==> src/rtl/iir_pkg.sv <==
// Shared types and defaults for the biquad cascade scheduler.
package iir_pkg;

   localparam int unsigned DW_DEFAULT      = 24;
   localparam int unsigned NUM_SOS_DEFAULT = 4;

   typedef enum logic [1:0] {
      IDLE  = 2'd0,
      ISSUE = 2'd1,
      WAIT  = 2'd2,
      OUT   = 2'd3
   } sched_state_e;

   // Delay state of one second-order section.
   typedef struct packed {
      logic signed [DW_DEFAULT-1:0] w1;
      logic signed [DW_DEFAULT-1:0] w2;
   } sos_state_t;

endpackage

==> src/rtl/iir_state_bank.sv <==
// Per-section delay-state bank: async read, one shift-write port, sync clear.
module iir_state_bank
   import iir_pkg::*;
#(
   parameter int unsigned NUM_SOS = NUM_SOS_DEFAULT,
   parameter int unsigned DW      = DW_DEFAULT,
   localparam int unsigned IW     = $clog2(NUM_SOS)
) (
   input  logic          clk,
   input  logic          rst_n,
   input  logic          clr_i,
   input  logic          we_i,
   input  logic [IW-1:0] wr_idx_i,
   input  logic [DW-1:0] w0_i,
   input  logic [IW-1:0] rd_idx_i,
   output logic [DW-1:0] rd_w1_c,
   output logic [DW-1:0] rd_w2_c
);

   logic [DW-1:0] w1_q [NUM_SOS];
   logic [DW-1:0] w2_q [NUM_SOS];

   // Clear has priority over a write-back on the same edge.
   always_ff @(posedge clk or negedge rst_n) begin
      if (!rst_n) begin
         for (int k = 0; k < NUM_SOS; k++) begin
            w1_q[k] <= '0;
            w2_q[k] <= '0;
         end
      end else if (clr_i) begin
         for (int k = 0; k < NUM_SOS; k++) begin
            w1_q[k] <= '0;
            w2_q[k] <= '0;
         end
      end else if (we_i) begin
         w2_q[wr_idx_i] <= w1_q[wr_idx_i];
         w1_q[wr_idx_i] <= w0_i;
      end
   end

   assign rd_w1_c = w1_q[rd_idx_i];
   assign rd_w2_c = w2_q[rd_idx_i];

endmodule

==> src/rtl/iir_cascade_sched.sv <==
// Time-multiplexes one stateless biquad engine across NUM_SOS cascaded sections.
// Optional feature: define IIR_BYPASS_EN to add a bypass input that routes an
// accepted sample straight to the output without touching the engine or state.
module iir_cascade_sched
   import iir_pkg::*;
#(
   parameter int unsigned NUM_SOS = NUM_SOS_DEFAULT,
   parameter int unsigned DW      = DW_DEFAULT,
   parameter int unsigned TIMEOUT = 15,
   localparam int unsigned IW     = $clog2(NUM_SOS)
) (
   input  logic          clk,
   input  logic          rst_n,
`ifdef IIR_BYPASS_EN
   input  logic          bypass,
`endif
   input  logic          in_valid,
   output logic          in_ready,
   input  logic [DW-1:0] in_data,
   output logic          out_valid,
   input  logic          out_ready,
   output logic [DW-1:0] out_data,
   input  logic          state_clr,
   output logic          eng_valid,
   output logic [IW-1:0] eng_sos_idx,
   output logic [DW-1:0] eng_x,
   output logic [DW-1:0] eng_w1,
   output logic [DW-1:0] eng_w2,
   input  logic          eng_valid_out,
   input  logic [DW-1:0] eng_y,
   input  logic [DW-1:0] eng_w0,
   output logic          busy,
   output logic          timeout_err
);

   localparam int unsigned   WDW      = 8;
   localparam logic [IW-1:0] LAST_IDX = IW'(NUM_SOS - 1);
   localparam logic [WDW-1:0] WD_LIMIT = WDW'(TIMEOUT - 1);

   sched_state_e  state_q, state_d;
   logic [DW-1:0] x_q, x_d;
   logic [IW-1:0] idx_q, idx_d;
   logic [WDW-1:0] wd_q, wd_d;
   logic          err_q, err_d;
   logic [DW-1:0] out_data_q, out_data_d;
   logic          bank_we, load_eng;
   logic [DW-1:0] rd_w1, rd_w2;
   logic          in_ready_q, out_valid_q, busy_q, eng_valid_q;
   logic [IW-1:0] eng_idx_q;
   logic [DW-1:0] eng_x_q, eng_w1_q, eng_w2_q;

   iir_state_bank #(
      .NUM_SOS (NUM_SOS),
      .DW      (DW)
   ) u_bank (
      .clk      (clk),
      .rst_n    (rst_n),
      .clr_i    (state_clr),
      .we_i     (bank_we),
      .wr_idx_i (idx_q),
      .w0_i     (eng_w0),
      .rd_idx_i (idx_d),
      .rd_w1_c  (rd_w1),
      .rd_w2_c  (rd_w2)
   );

   // Next-state, datapath capture and bank write-back decisions.
   always_comb begin
      state_d    = state_q;
      x_d        = x_q;
      idx_d      = idx_q;
      wd_d       = wd_q;
      err_d      = err_q;
      out_data_d = out_data_q;
      bank_we    = 1'b0;
      case (state_q)
         IDLE: begin
            if (in_valid) begin
               x_d   = in_data;
               idx_d = '0;
`ifdef IIR_BYPASS_EN
               if (bypass) begin
                  state_d    = OUT;
                  out_data_d = in_data;
               end else
`endif
               state_d = ISSUE;
            end
         end
         ISSUE: begin
            state_d = WAIT;
            wd_d    = '0;
         end
         WAIT: begin
            if (eng_valid_out) begin
               bank_we = 1'b1;
               x_d     = eng_y;
               if (idx_q == LAST_IDX) begin
                  state_d    = OUT;
                  out_data_d = eng_y;
               end else begin
                  idx_d   = idx_q + IW'(1);
                  state_d = ISSUE;
               end
            end else if (wd_q == WD_LIMIT) begin
               err_d   = 1'b1;
               state_d = IDLE;
            end else begin
               wd_d = wd_q + WDW'(1);
            end
         end
         OUT: begin
            if (out_ready) state_d = IDLE;
         end
         default: state_d = IDLE;
      endcase
      // Clear wipes state; outside IDLE it also drops the in-flight sample.
      if (state_clr) begin
         err_d   = 1'b0;
         bank_we = 1'b0;
         if (state_q != IDLE) begin
            state_d    = IDLE;
            out_data_d = out_data_q;
         end
      end
      load_eng = (state_d == ISSUE);
   end

   // State, datapath and registered outputs.
   always_ff @(posedge clk or negedge rst_n) begin
      if (!rst_n) begin
         state_q     <= IDLE;
         x_q         <= '0;
         idx_q       <= '0;
         wd_q        <= '0;
         err_q       <= 1'b0;
         out_data_q  <= '0;
         in_ready_q  <= 1'b1;
         out_valid_q <= 1'b0;
         busy_q      <= 1'b0;
         eng_valid_q <= 1'b0;
         eng_idx_q   <= '0;
         eng_x_q     <= '0;
         eng_w1_q    <= '0;
         eng_w2_q    <= '0;
      end else begin
         state_q     <= state_d;
         x_q         <= x_d;
         idx_q       <= idx_d;
         wd_q        <= wd_d;
         err_q       <= err_d;
         out_data_q  <= out_data_d;
         in_ready_q  <= (state_d == IDLE);
         out_valid_q <= (state_d == OUT);
         busy_q      <= (state_d != IDLE);
         eng_valid_q <= load_eng;
         if (load_eng) begin
            eng_idx_q <= idx_d;
            eng_x_q   <= x_d;
            eng_w1_q  <= state_clr ? '0 : rd_w1;
            eng_w2_q  <= state_clr ? '0 : rd_w2;
         end
      end
   end

   assign in_ready    = in_ready_q;
   assign out_valid   = out_valid_q;
   assign out_data    = out_data_q;
   assign busy        = busy_q;
   assign timeout_err = err_q;
   assign eng_valid   = eng_valid_q;
   assign eng_sos_idx = eng_idx_q;
   assign eng_x       = eng_x_q;
   assign eng_w1      = eng_w1_q;
   assign eng_w2      = eng_w2_q;

endmodule

==> config.mk <==
export PLATFORM = sky130hd
export DESIGN_NAME = iir_cascade_sched
export DESIGN_NICKNAME = d
export VERILOG_FILES = /design/src/rtl/iir_pkg.sv /design/src/rtl/iir_state_bank.sv /design/src/rtl/iir_cascade_sched.sv
export SDC_FILE = /design/constraint.sdc
export NUM_CORES = 1
export LEC_CHECK = 0
export BUFFER_PORTS_ARGS = -buffer_cell sky130_fd_sc_hd__buf_2
export CAP_MARGIN = 20
export CORE_MARGIN = 2
export CORE_UTILIZATION = 37
export DETAILED_ROUTE_END_ITERATION = 12
export GPL_ROUTABILITY_DRIVEN = 0
export PLACE_DENSITY_LB_ADDON = 0.08
export SLEW_MARGIN = 20
export SYNTH_ARGS = -nofsm -noshare
export SYNTH_HDL_FRONTEND = slang
export SYNTH_HIERARCHICAL = 1
export SYNTH_SLANG_ARGS = --single-unit
==> constraint.sdc <==
create_clock -name clk -period 3.9 [get_ports clk]
set_clock_uncertainty 0.05 [all_clocks]
set_input_delay 1.17 -clock clk [delete_from_list [all_inputs] [get_ports clk]]
set_output_delay 1.17 -clock clk [all_outputs]
set_load 0.01 [all_outputs]
## Word-level counts from Yosys, hierarchy flattened

Cells that the tools add are included.

- Bits in registers: 331
- Latch bits: 0
- RAM bits: 0
- ROM bits: 0
- Input port bits: 78
- Output and inout bits: 103
- Word-level logic and storage cells: 100
- Memories: 0

- Add/subtract/negate cells: 2
- Multiply operators: 0
- Divide/modulo/power cells: 0
- Order comparisons: 3
- Equality and inequality tests: 11
- Shift-type cells: 0
- Muxes and demuxes: 49
- Bitwise gates (word level): 2
- Reductions and logical operators: 11

Operator list:

| kind | count |
|---|---|
| two-way mux 24 bit | 16 |
| two-way mux 96 bit | 4 |
| bitwise mux 96 bit | 2 |
| binary-select mux 24 bit (select 2 bit) | 3 |
| demux 24 bit (select 2 bit) | 1 |
| case mux 24 bit (2 select lines) | 1 |
| two-way mux 2 bit | 10 |
| two-way mux 8 bit | 2 |
| case mux 8 bit (2 select lines) | 1 |
| nonzero test 2 bit | 6 |
| adder 8 x 1 -> 8 bit, second input constant | 1 |
| equality test 2 bit, second input constant | 4 |
| equality test 8 x 4 -> 1 bit, second input constant | 1 |
| != test 2 bit, second input constant | 4 |
| case mux 2 bit (4 select lines) | 1 |
| two-way mux 1 bit | 7 |
| >= comparator 3 bit, second input constant | 2 |
| NOT 2 -> 3 bit | 2 |
| AND reduction 3 bit | 2 |
| equality test 2 x 1 -> 1 bit, second input constant | 2 |
| logical NOT 2 bit | 2 |
| case mux 2 bit (2 select lines) | 1 |
| < comparator 3 x 1 -> 1 bit, second input constant | 1 |
| adder 2 x 1 -> 2 bit, second input constant | 1 |
| logical AND 1 bit | 1 |

## Logic depth before layout (Yosys ltp)

Gate-level depths: netlist (run 1).

- Word-level depth: 9
- Depth in mapped cells: 10
- Depth with buffers taken out: 7

## By module

Netlist (run 1), hierarchy kept.

By module, submodules not included:

| module | instances | cells an instance | area each (um^2) |
|---|---|---|---|
| iir_state_bank | 1 | 710 | 9,477.8 |
| iir_cascade_sched | 1 | 453 | 5,919.4 |

## Worst setup path before layout (run 1)

OpenSTA, ideal clock, no wires.

- Kind: input to register
- Start: in eng_valid_out
- End: reg eng_w2_q[10] (netlist: eng_w2[10])
- Arrival time: 3,301 ps
- Required time: 3,723 ps
- Slack: 422 ps
- Cell stages on the path: 10
- Buffers on the path: 4
- Cell sequence: and3b_1 buf_6 clkbuf_1 a21oi_1 nor2_1 clkbuf_1 buf_2 mux4_2 nor2b_1 mux2_1

- Word-level cells in the longest chain between the ends: 7

Ends and longest elaborated chain:

| item | line | RTL |
|---|---|---|
| start, declared | iir_cascade_sched.sv:29 | `input logic eng_valid_out,` |
| two-way mux 2 bit | iir_cascade_sched.sv:95 | `if (eng_valid_out) begin` |
| case mux 2 bit (2 select lines) | iir_cascade_sched.sv:76 | `case (state_q)` |
| named net idx_d[1] | iir_cascade_sched.sv:42 | `logic [IW-1:0] idx_q, idx_d;` |
| NOT 2 -> 3 bit (implied by the code) | iir_state_bank.sv:42 | `assign rd_w2_c = w2_q[rd_idx_i];` |
| binary-select mux 24 bit (select 2 bit) | iir_state_bank.sv:42 |  |
| two-way mux 24 bit (implied by the code) (2 in series) | iir_state_bank.sv:42 |  |
| named net rd_w2[10] | iir_cascade_sched.sv:47 | `logic [DW-1:0] rd_w1, rd_w2;` |
| two-way mux 24 bit | iir_cascade_sched.sv:161 | `eng_w2_q <= state_clr ? '0 : rd_w2;` |
| end signal, assigned | iir_cascade_sched.sv:161 |  |
| end, declared | iir_cascade_sched.sv:50 | `logic [DW-1:0] eng_x_q, eng_w1_q, eng_w2_q;` |

The timed path passes the listed nets, and every way through them passes these cells. The select of a mux whose other input is x is not followed.
A chain may end at the register's enable or synchronous reset.

## Worst setup path after layout (run 1)

- Start: in in_valid
- End: reg eng_w1_q[1] (netlist: eng_w1[1])

- Word-level cells in the longest chain between the ends: 7

Ends and longest elaborated chain:

| item | line | RTL |
|---|---|---|
| start, declared | iir_cascade_sched.sv:17 | `input logic in_valid,` |
| two-way mux 2 bit | iir_cascade_sched.sv:78 | `if (in_valid) begin` |
| case mux 2 bit (2 select lines) | iir_cascade_sched.sv:76 |  |
| named net idx_d[1] | iir_cascade_sched.sv:42 |  |
| NOT 2 -> 3 bit (implied by the code) | iir_state_bank.sv:41 | `assign rd_w1_c = w1_q[rd_idx_i];` |
| binary-select mux 24 bit (select 2 bit) | iir_state_bank.sv:41 |  |
| two-way mux 24 bit (implied by the code) (2 in series) | iir_state_bank.sv:41 |  |
| named net rd_w1[1] | iir_cascade_sched.sv:47 |  |
| two-way mux 24 bit | iir_cascade_sched.sv:160 | `eng_w1_q <= state_clr ? '0 : rd_w1;` |
| end signal, assigned | iir_cascade_sched.sv:160 |  |
| end, declared | iir_cascade_sched.sv:50 |  |

The timed path passes the listed nets, and every way through them passes these cells. The select of a mux whose other input is x is not followed.

==> flow_summary.ini, run 1 <==
[global_routing]
grt_overflow = 0
grt_first_pass_wirelength_um = 59600
grt_max_degree = 193
grt_pass1_vias = 9957
grt_usage = 0.175
antenna_found_initial = 0

[drt]
wl_per_cell_um = 19.6
vias = 9436
first_pass_iters = 4
ant_nets = 0
viasPerCell = 5.00
drt-initial-drc-count = 467
wirelength_um = 37100
drcViolationCount = 0

[layout]
multi_input_area_mm2 = 0.00668
syn2layout_area_growth_pct = 17.8
fin_nets = 1406
fin_cells = 1886
register_area_mm2 = 0.00828
antenna_cells = 0
drive_gt1_frac = 0.272
nFillCells = 3832
design_area_mm2 = 0.0181

[critical_path]
critPathTopFamily = simple AND/OR/NAND/NOR gates
ff2ff_path_depth = 6
crit_required_ps = 4290
r2r_start = state_q[1]
start_kind = input pin
cp_slowest_cell = nor3b_4
crit_path_cell_trace = buf_2 -> nor3b_4 -> nor2_4 -> buf_4 -> mux4_2 -> nor2b_1 -> mux2_1
crit_fanout = 26
cp-end-kind = register
cp_num_buf_inv = 2
critPathMaxStageDelay_ps = 910
arrival_ps = 3380
crit_type = in -> reg
timing.rr.end = eng_w1[1]
rrSetupSlack_ps = 1040

[pwr]
power_leakage_nw = 9.41
power.density_mw_per_mm2 = 439
ir_drop_uv = 211
finalPower_w = 0.00796

[logic_synthesis]
yosys-top-cells-area = dfrtp_1 54%, mux2i_1 13%, nand2b_1 8.9%
synthCells = 1163
syn_nets = 1243
synthMostInstantiatedCell = dfrtp_1
yosys_warnings = 6
ys_types = 44
yosysTopAreaCellShare = 0.536
synthesis.area_mm2 = 0.0154
ys.flop_type = dfrtp_1
ys_ff_latch = 331
avgSynthCellArea_um2 = 13.2
ys_seq_area_frac = 0.538
synth.top_cells.by_count = 330 x dfrtp_1, 218 x nand2b_1, 194 x mux2i_1
synth-edff-count = 0
async_flop_share = 1.00
synth_area_leader_cell = dfrtp_1

[placement]
dp_cells = 1817
portBuffers = 180
placed_area_mm2 = 0.0169
dp_slack_ps = 347
dp_hpwl_um = 22700

[floorplanning]
die_w_um = 208
dieArea_mm2 = 0.0433
die_h_um = 208
io_pins = 181
core.rowCount = 74
core_mm2 = 0.0409
initial_utilization = 0.376

[sta]
worst_slack_ps = 911
setup_tns_ps = 0
maxSlewHeadroom = 0.253
final-setup-viol-count = 0
rsz0062_at_grt = no
tightest_slew_ps = 1120
period_minus_slack_ps = 2990
fin_crit_sh = 0.766
hold_violations = 0
maxSlewViolCount = 0
fmax_ghz = 0.335

[min_path]
holdPathEnd = eng_x[23]
hold_path_depth = 1
min_from = eng_x[23]
hold_path.class = reg -> reg

[cts]
post_cts_buffers = 0
clk_path_buf_depth = 3
cts_buffers = 39
cts.sinks = 331
htree_levels = 2
cts_resized = 0
tritoncts = built
clock_latency_ps = 560
cts_hold_buffers = 0
root_buffer = clkbuf_16
path_clk_slew_ps = 60

[run]
cap_viol_max_count = 0

[outcome]
status = finished, final reports clean
## metal layers
layer	GRT usage	part of all wire
met5	0	0
met3	0.0371	0.046
met4	0.0418	0.016
met1	0.254	0.49
met2	0.267	0.45
## report_power, final
part / internal (W) / switching [W] / leakage (nW)
Clock: 0.00213 / 0.00143 / 0.609
Combinational: 0.000311 / 0.000421 / 4.27
Sequential: 0.00360 / 0.0000706 / 4.54
## stage by stage
step                hold WS (ps)   util
CTS                          433  0.443
finish                       431  0.443
detailed placement           420  0.413
global placement             415  0.413
global route                 446  0.443
floorplan                    407      -
## state kept, by name (all words and copies together), names as in the netlist, 2 cells and up
register,cells
u_bank/w2_q,96
x_q,24
state_q,2
out_data,24
eng_w1,24
eng_sos_idx,2
eng_w2,24
wd_q,8
idx_q,2
eng_x,24
u_bank/w1_q,96
## area by class of cell
| cell class | count | share of cell area |
|---|---|---|
| sequential | 331 | 0.457 |
| multi-input combinational | 746 | 0.368 |
| timing repair buffer | 206 | 0.0696 |
| clock buffer | 64 | 0.0651 |
| tap | 532 | 0.0367 |
| clock inverter | 5 | 0.00359 |
| inverter | 2 | 0.000414 |
## worst register-to-register path, delay by kind of cell, from the launching register on
| family | cells | cell delay, ps |
|---|---|---|
| flops | 1 | 530 |
| simple gates | 3 | 1190 |
| mux | 2 | 670 |
| buf+inv | 1 | 320 |
## cells by family (layout without fill, tap and decap cells)
kind of cell / Yosys count / in the layout / share of synthesized area
xor gates and xnor gates: 4 / 4 / 0.00228
muxes: 340 / 340 / 0.268
buffers and inverters: 86 / 277 / 0.0313
DFF: 331 / 331 / 0.538
adders and majority gates: 2 / 2 / 0.00162
AOI/OAI and AO/OA: 40 / 40 / 0.0199
and+or+nand+nor: 360 / 360 / 0.139
## placed cells by master (no fill, tap or decap), types with 2 or more instances in the layout
cell type	n
mux2_2	49
nand3_1	28
buf_2	178
dfrtp_1	330
clkbuf_1	15
mux2_1	49
xnor2_1	4
o211a_1	2
o21ai_0	2
a21oi_1	2
nor2_1	10
nor2b_1	52
buf_12	12
clkbuf_16	40
a22oi_1	24
a31oi_1	2
clkbuf_8	9
inv_1	2
nand3b_1	2
mux4_2	48
nand2b_1	218
nor3b_1	2
and3_1	2
mux2i_1	194
or3b_2	2
buf_4	14
clkinv_2	2
ha_1	2
and3b_1	2
nand2_1	32
## worst max path at each step
stage / startpoint / to / slack, ps / depth (start not counted)
floorplan: eng_valid_out / eng_w2[10] / 420 / 10
global placement: in_valid / eng_w1[0] / 340 / 7
detailed placement: in_valid / eng_w1[1] / 350 / 7
CTS: in_valid / eng_w1[1] / 940 / 7
global route: eng_valid_out / eng_w1[6] / 790 / 8
finish: in_valid / eng_w1[1] / 910 / 7
(Power assumes the default switching activity.)
==> run 2, diff against run 1 <==
==> constraint.sdc (replaced) <==
create_clock -name clk -period 2.6 [get_ports clk]
set_clock_uncertainty 0.05 [all_clocks]
set_input_delay 0.78 -clock clk [delete_from_list [all_inputs] [get_ports clk]]
set_output_delay 0.78 -clock clk [all_outputs]
set_load 0.01 [all_outputs]
==> flow_summary.ini, run 2 (synthesis results as in run 1) <==
[critical_path]
cp_slowest_cell = dfrtp_1
crit_required_ps = 2980
start_kind = register
crit_type = reg -> reg
cp-end-kind = register
cp_num_buf_inv = 2
crit_top_cell = buf_12
critPathMaxStageDelay_ps = 450
crit_fanout = 8
arrival_ps = 2860
crit_path_cell_trace = nand3b_2 -> nor3b_1 -> nor3_4 -> buf_12 -> buf_12 -> mux4_2 -> nor2b_1 -> mux2_1
critPathTopFamily = simple AND/OR/NAND/NOR gates

[sta]
hold_violations = 0
fin_crit_sh = 0.956
maxSlewViolCount = 0
fmax_ghz = 0.402
rsz0062_at_grt = no
period_minus_slack_ps = 2490
tightest_slew_ps = 531
worst_slack_ps = 114
setup_tns_ps = 0
maxSlewHeadroom = 0.642
final-setup-viol-count = 0
hold_slack_ps = 76.0

[layout]
mostFrequentLayoutCells = 330 x dfrtp_1, 218 x nand2b_1, 194 x mux2i_1, 178 x buf_2, 51 x nor2b_1
syn2layout_area_growth_pct = 21.5
drive_gt1_frac = 0.305
final_common_cell = dfrtp_1
final_util = 0.457
fin_cells = 1916
antenna_cells = 0
fin_nets = 1435
top_regs = u_bank/w1_q: 96 flops, u_bank/w2_q: 96 flops

[global_routing]
grt_usage = 0.175
grt_max_degree = 85
grt_pass1_vias = 10100
grt_first_pass_wirelength_um = 59900
antenna_found_initial = 0
grt_overflow = 0

[cts]
clock_latency_ps = 550
htree_levels = 2
cts_hold_buffers = 0
cts_buffers = 40
cts.sinks = 331
post_cts_buffers = 0
clk_path_buf_depth = 3
tritoncts = built
root_buffer = clkbuf_16
cts_resized = 0
path_clk_slew_ps = 60

[floorplanning]
dieArea_mm2 = 0.0433
core_mm2 = 0.0409
initial_utilization = 0.376
core.rowCount = 74
die_h_um = 208
io_pins = 181
die_w_um = 208

[outcome]
status = finished, final reports clean

[placement]
dp_slack_ps = -315
dp_cells = 1845
dp_hpwl_um = 24300
portBuffers = 180

[pwr]
power.density_mw_per_mm2 = 653
ir_drop_uv = 357
power_leakage_nw = 9.68

[drt]
drt-initial-drc-count = 454
ant_nets = 0
first_pass_iters = 4
viasPerCell = 4.97
vias = 9513
wl_per_cell_um = 19.5
drcViolationCount = 0
wirelength_um = 37300

[min_path]
hold_path.class = in -> async

[run]
cap_viol_max_count = 0
[run 2: power breakdown]
| part | internal [W] | total, W | switching [W] |
|---|---|---|---|
| combinational | 0.000507 | 0.00116 | 0.000650 |
| clock | 0.00338 | 0.00558 | 0.00220 |
| sequential | 0.00539 | 0.00549 | 0.0000984 |
[run 2: area by class of cell]
cell class | count | area, um2
Timing Repair Buffer | 234 | 1670
Inverter | 2 | 7.51
Tap cell | 532 | 666
Clock inverter | 10 | 111
Clock buffer | 61 | 1200
Sequential cell | 331 | 8280
Multi-Input combinational cell | 746 | 6760
Fill cell | 3722 | 22200
[run 2: path summary, 6_finish.rpt]
kind | startpoint | endpoint | slack [ps] | depth (start not counted)
max in group asynchronous | rst_n | u_bank/w2_q[7] | 1650 | 2
min in group clk | in_data[10] | x_q[10] | 420 | 3
hold reg to reg | eng_sos_idx[1] | eng_sos_idx[1] | 430 | 1
hold / removal | rst_n | eng_w1[19] | 80 | 1
setup reg to reg | state_q[0] | eng_w1[10] | 110 | 8
setup / recovery | state_q[0] | eng_w1[10] | 110 | 8
[run 2: per-layer routing]
layer / GRT usage / part of all wire / vias up
li1: - / - / 4460
met1: 0.254 / 0.49 / 4797
met2: 0.267 / 0.45 / 202
met3: 0.0353 / 0.043 / 54
met4: 0.0452 / 0.019 / 0
met5: 0 / 0 / -
[run 2: worst register-to-register path, stage by stage (launching register included)]
cell,delay [ps]
dfrtp_1,450
nand3b_2,250
nor3b_1,340
nor3_4,110
buf_12,170
buf_12,150
mux4_2,420
nor2b_1,140
mux2_1,300
[run 2: through the flow]
| step | total power [W] | cell area, um2 |
|---|---|---|
| floorplan | 0.00621 | 15600 |
| global placement | 0.00676 | 17400 |
| detailed placement | 0.00677 | 17400 |
| CTS | 0.0124 | 18700 |
| global route | 0.0128 | 18700 |
| finish | 0.0122 | 18700 |
==> run 3, diff against run 2 <==
--- a/config.mk
+++ b/config.mk
@@ -12,6 +12,7 @@
 export DETAILED_ROUTE_END_ITERATION = 12
 export GPL_ROUTABILITY_DRIVEN = 0
 export PLACE_DENSITY_LB_ADDON = 0.08
+export REMOVE_ABC_BUFFERS = 1
 export SLEW_MARGIN = 20
 export SYNTH_ARGS = -nofsm -noshare
 export SYNTH_HDL_FRONTEND = slang
==> flow_summary.ini, run 3 (synthesis results as in run 1) <==
[outcome]
status = finished, final reports clean

[drt]
wirelength_um = 36600
drcViolationCount = 0
vias = 9514
ant_nets = 0
viasPerCell = 4.97
drt-initial-drc-count = 405
wl_per_cell_um = 19.1
first_pass_iters = 4

[sta]
maxSlewViolCount = 0
period_minus_slack_ps = 2380
final-setup-viol-count = 0
rsz0062_at_grt = no
fmax_ghz = 0.420
maxSlewHeadroom = 0.440
hold_violations = 0
tightest_slew_ps = 840
fin_crit_sh = 0.916

[layout]
fin_nets = 1439
mostFrequentLayoutCells = 330 x dfrtp_1, 218 x nand2b_1, 194 x mux2i_1, 178 x buf_2, 51 x nor2b_1
antenna_cells = 0
final_util = 0.453
top_regs = u_bank/w1_q: 96 flops, u_bank/w2_q: 96 flops
drive_gt1_frac = 0.290
syn2layout_area_growth_pct = 20.5
final_common_cell = dfrtp_1

[cts]
cts_hold_buffers = 0
cts.sinks = 331
cts_buffers = 39
clk_path_buf_depth = 3
htree_levels = 2
post_cts_buffers = 0
clock_latency_ps = 540
cts_resized = 0
path_clk_slew_ps = 60
root_buffer = clkbuf_16
tritoncts = built

[critical_path]
cp_slowest_cell = mux4_2
critPathTopFamily = multiplexers
cp-end-kind = register
critPathMaxStageDelay_ps = 490
arrival_ps = 2750
timing.rr.end = eng_w1[13]
crit_required_ps = 2970
crit_path_cell_trace = nand2b_1 -> a21oi_1 -> nor3_2 -> buf_12 -> buf_12 -> mux4_2 -> nor2b_1 -> mux2_1
cp_num_buf_inv = 2
crit_fanout = 11
crit_type = reg -> reg
rrSetupSlack_ps = 220
crit_top_cell = buf_12
endpoint = eng_w1[13]
r2r_start = state_q[0]
cp.depth = 8
start_kind = register
crit_start = state_q[0]
ff2ff_path_depth = 8

[pwr]
power.density_mw_per_mm2 = 632
finalPower_w = 0.0117
power_leakage_nw = 9.63
ir_drop_uv = 361

[placement]
dp_hpwl_um = 23700
portBuffers = 180

[global_routing]
grt_pass1_vias = 10300
antenna_found_initial = 0
grt_max_degree = 162
grt_first_pass_wirelength_um = 59500
grt_overflow = 0
grt_usage = 0.173

[floorplanning]
io_pins = 181
core.rowCount = 74
initial_utilization = 0.376
core_mm2 = 0.0409
dieArea_mm2 = 0.0433
die_h_um = 208
die_w_um = 208

[run]
cap_viol_max_count = 0

[min_path]
hold_path.class = in -> async
-- run 3: final cells by class --
class                           count  area (um2)
Clock buffer                       58        1140
Timing Repair Buffer              239        1750
Clock inverter                      5        32.5
Tap cell                          532         666
Sequential cell                   331        8280
Multi-Input combinational cell    746        6680
Fill cell                        3719       22400
Inverter                            2        7.51
-- run 3: stage by stage --
step / setup slack, ps / TNS, ps / instance area (um2) / cells / hold slack [ps]
floorplan: -5710 / -506030 / 14900 / 1079 / 407
global placement: -306 / -14880 / 17400 / 1850 / 414
detailed placement: -325 / -15500 / 17400 / 1850 / 420
CTS: 168 / 0 / 18600 / 1913 / 149
global route: 46.7 / 0 / 18600 / 1913 / 161
finish: 218 / 0 / 18600 / 1913 / 142
-- run 3: worst min-delay path by stage --
stage               from         to  slack (ps)  cells after the start
2_1_floorplan     x_q[0]     x_q[0]         410                      2
3_3_place_gp   eng_w2[2]  eng_w2[2]         410                      1
3_5_place_dp   eng_w1[0]  eng_w1[0]         420                      1
4_1_cts            rst_n    x_q[22]         150                      1
5_1_grt            rst_n    x_q[22]         160                      1
6_report           rst_n    x_q[22]         140                      1
-- run 3: per-layer routing --
metal,global-route usage,part of all wire
met1,0.242,0.47
met2,0.278,0.46
met3,0.0362,0.045
met4,0.0391,0.017
met5,0,0
-- run 3: power breakdown --
part           internal, W  switching (W)
clock              0.00300        0.00209
sequential         0.00539      0.0000971
combinational     0.000511       0.000644
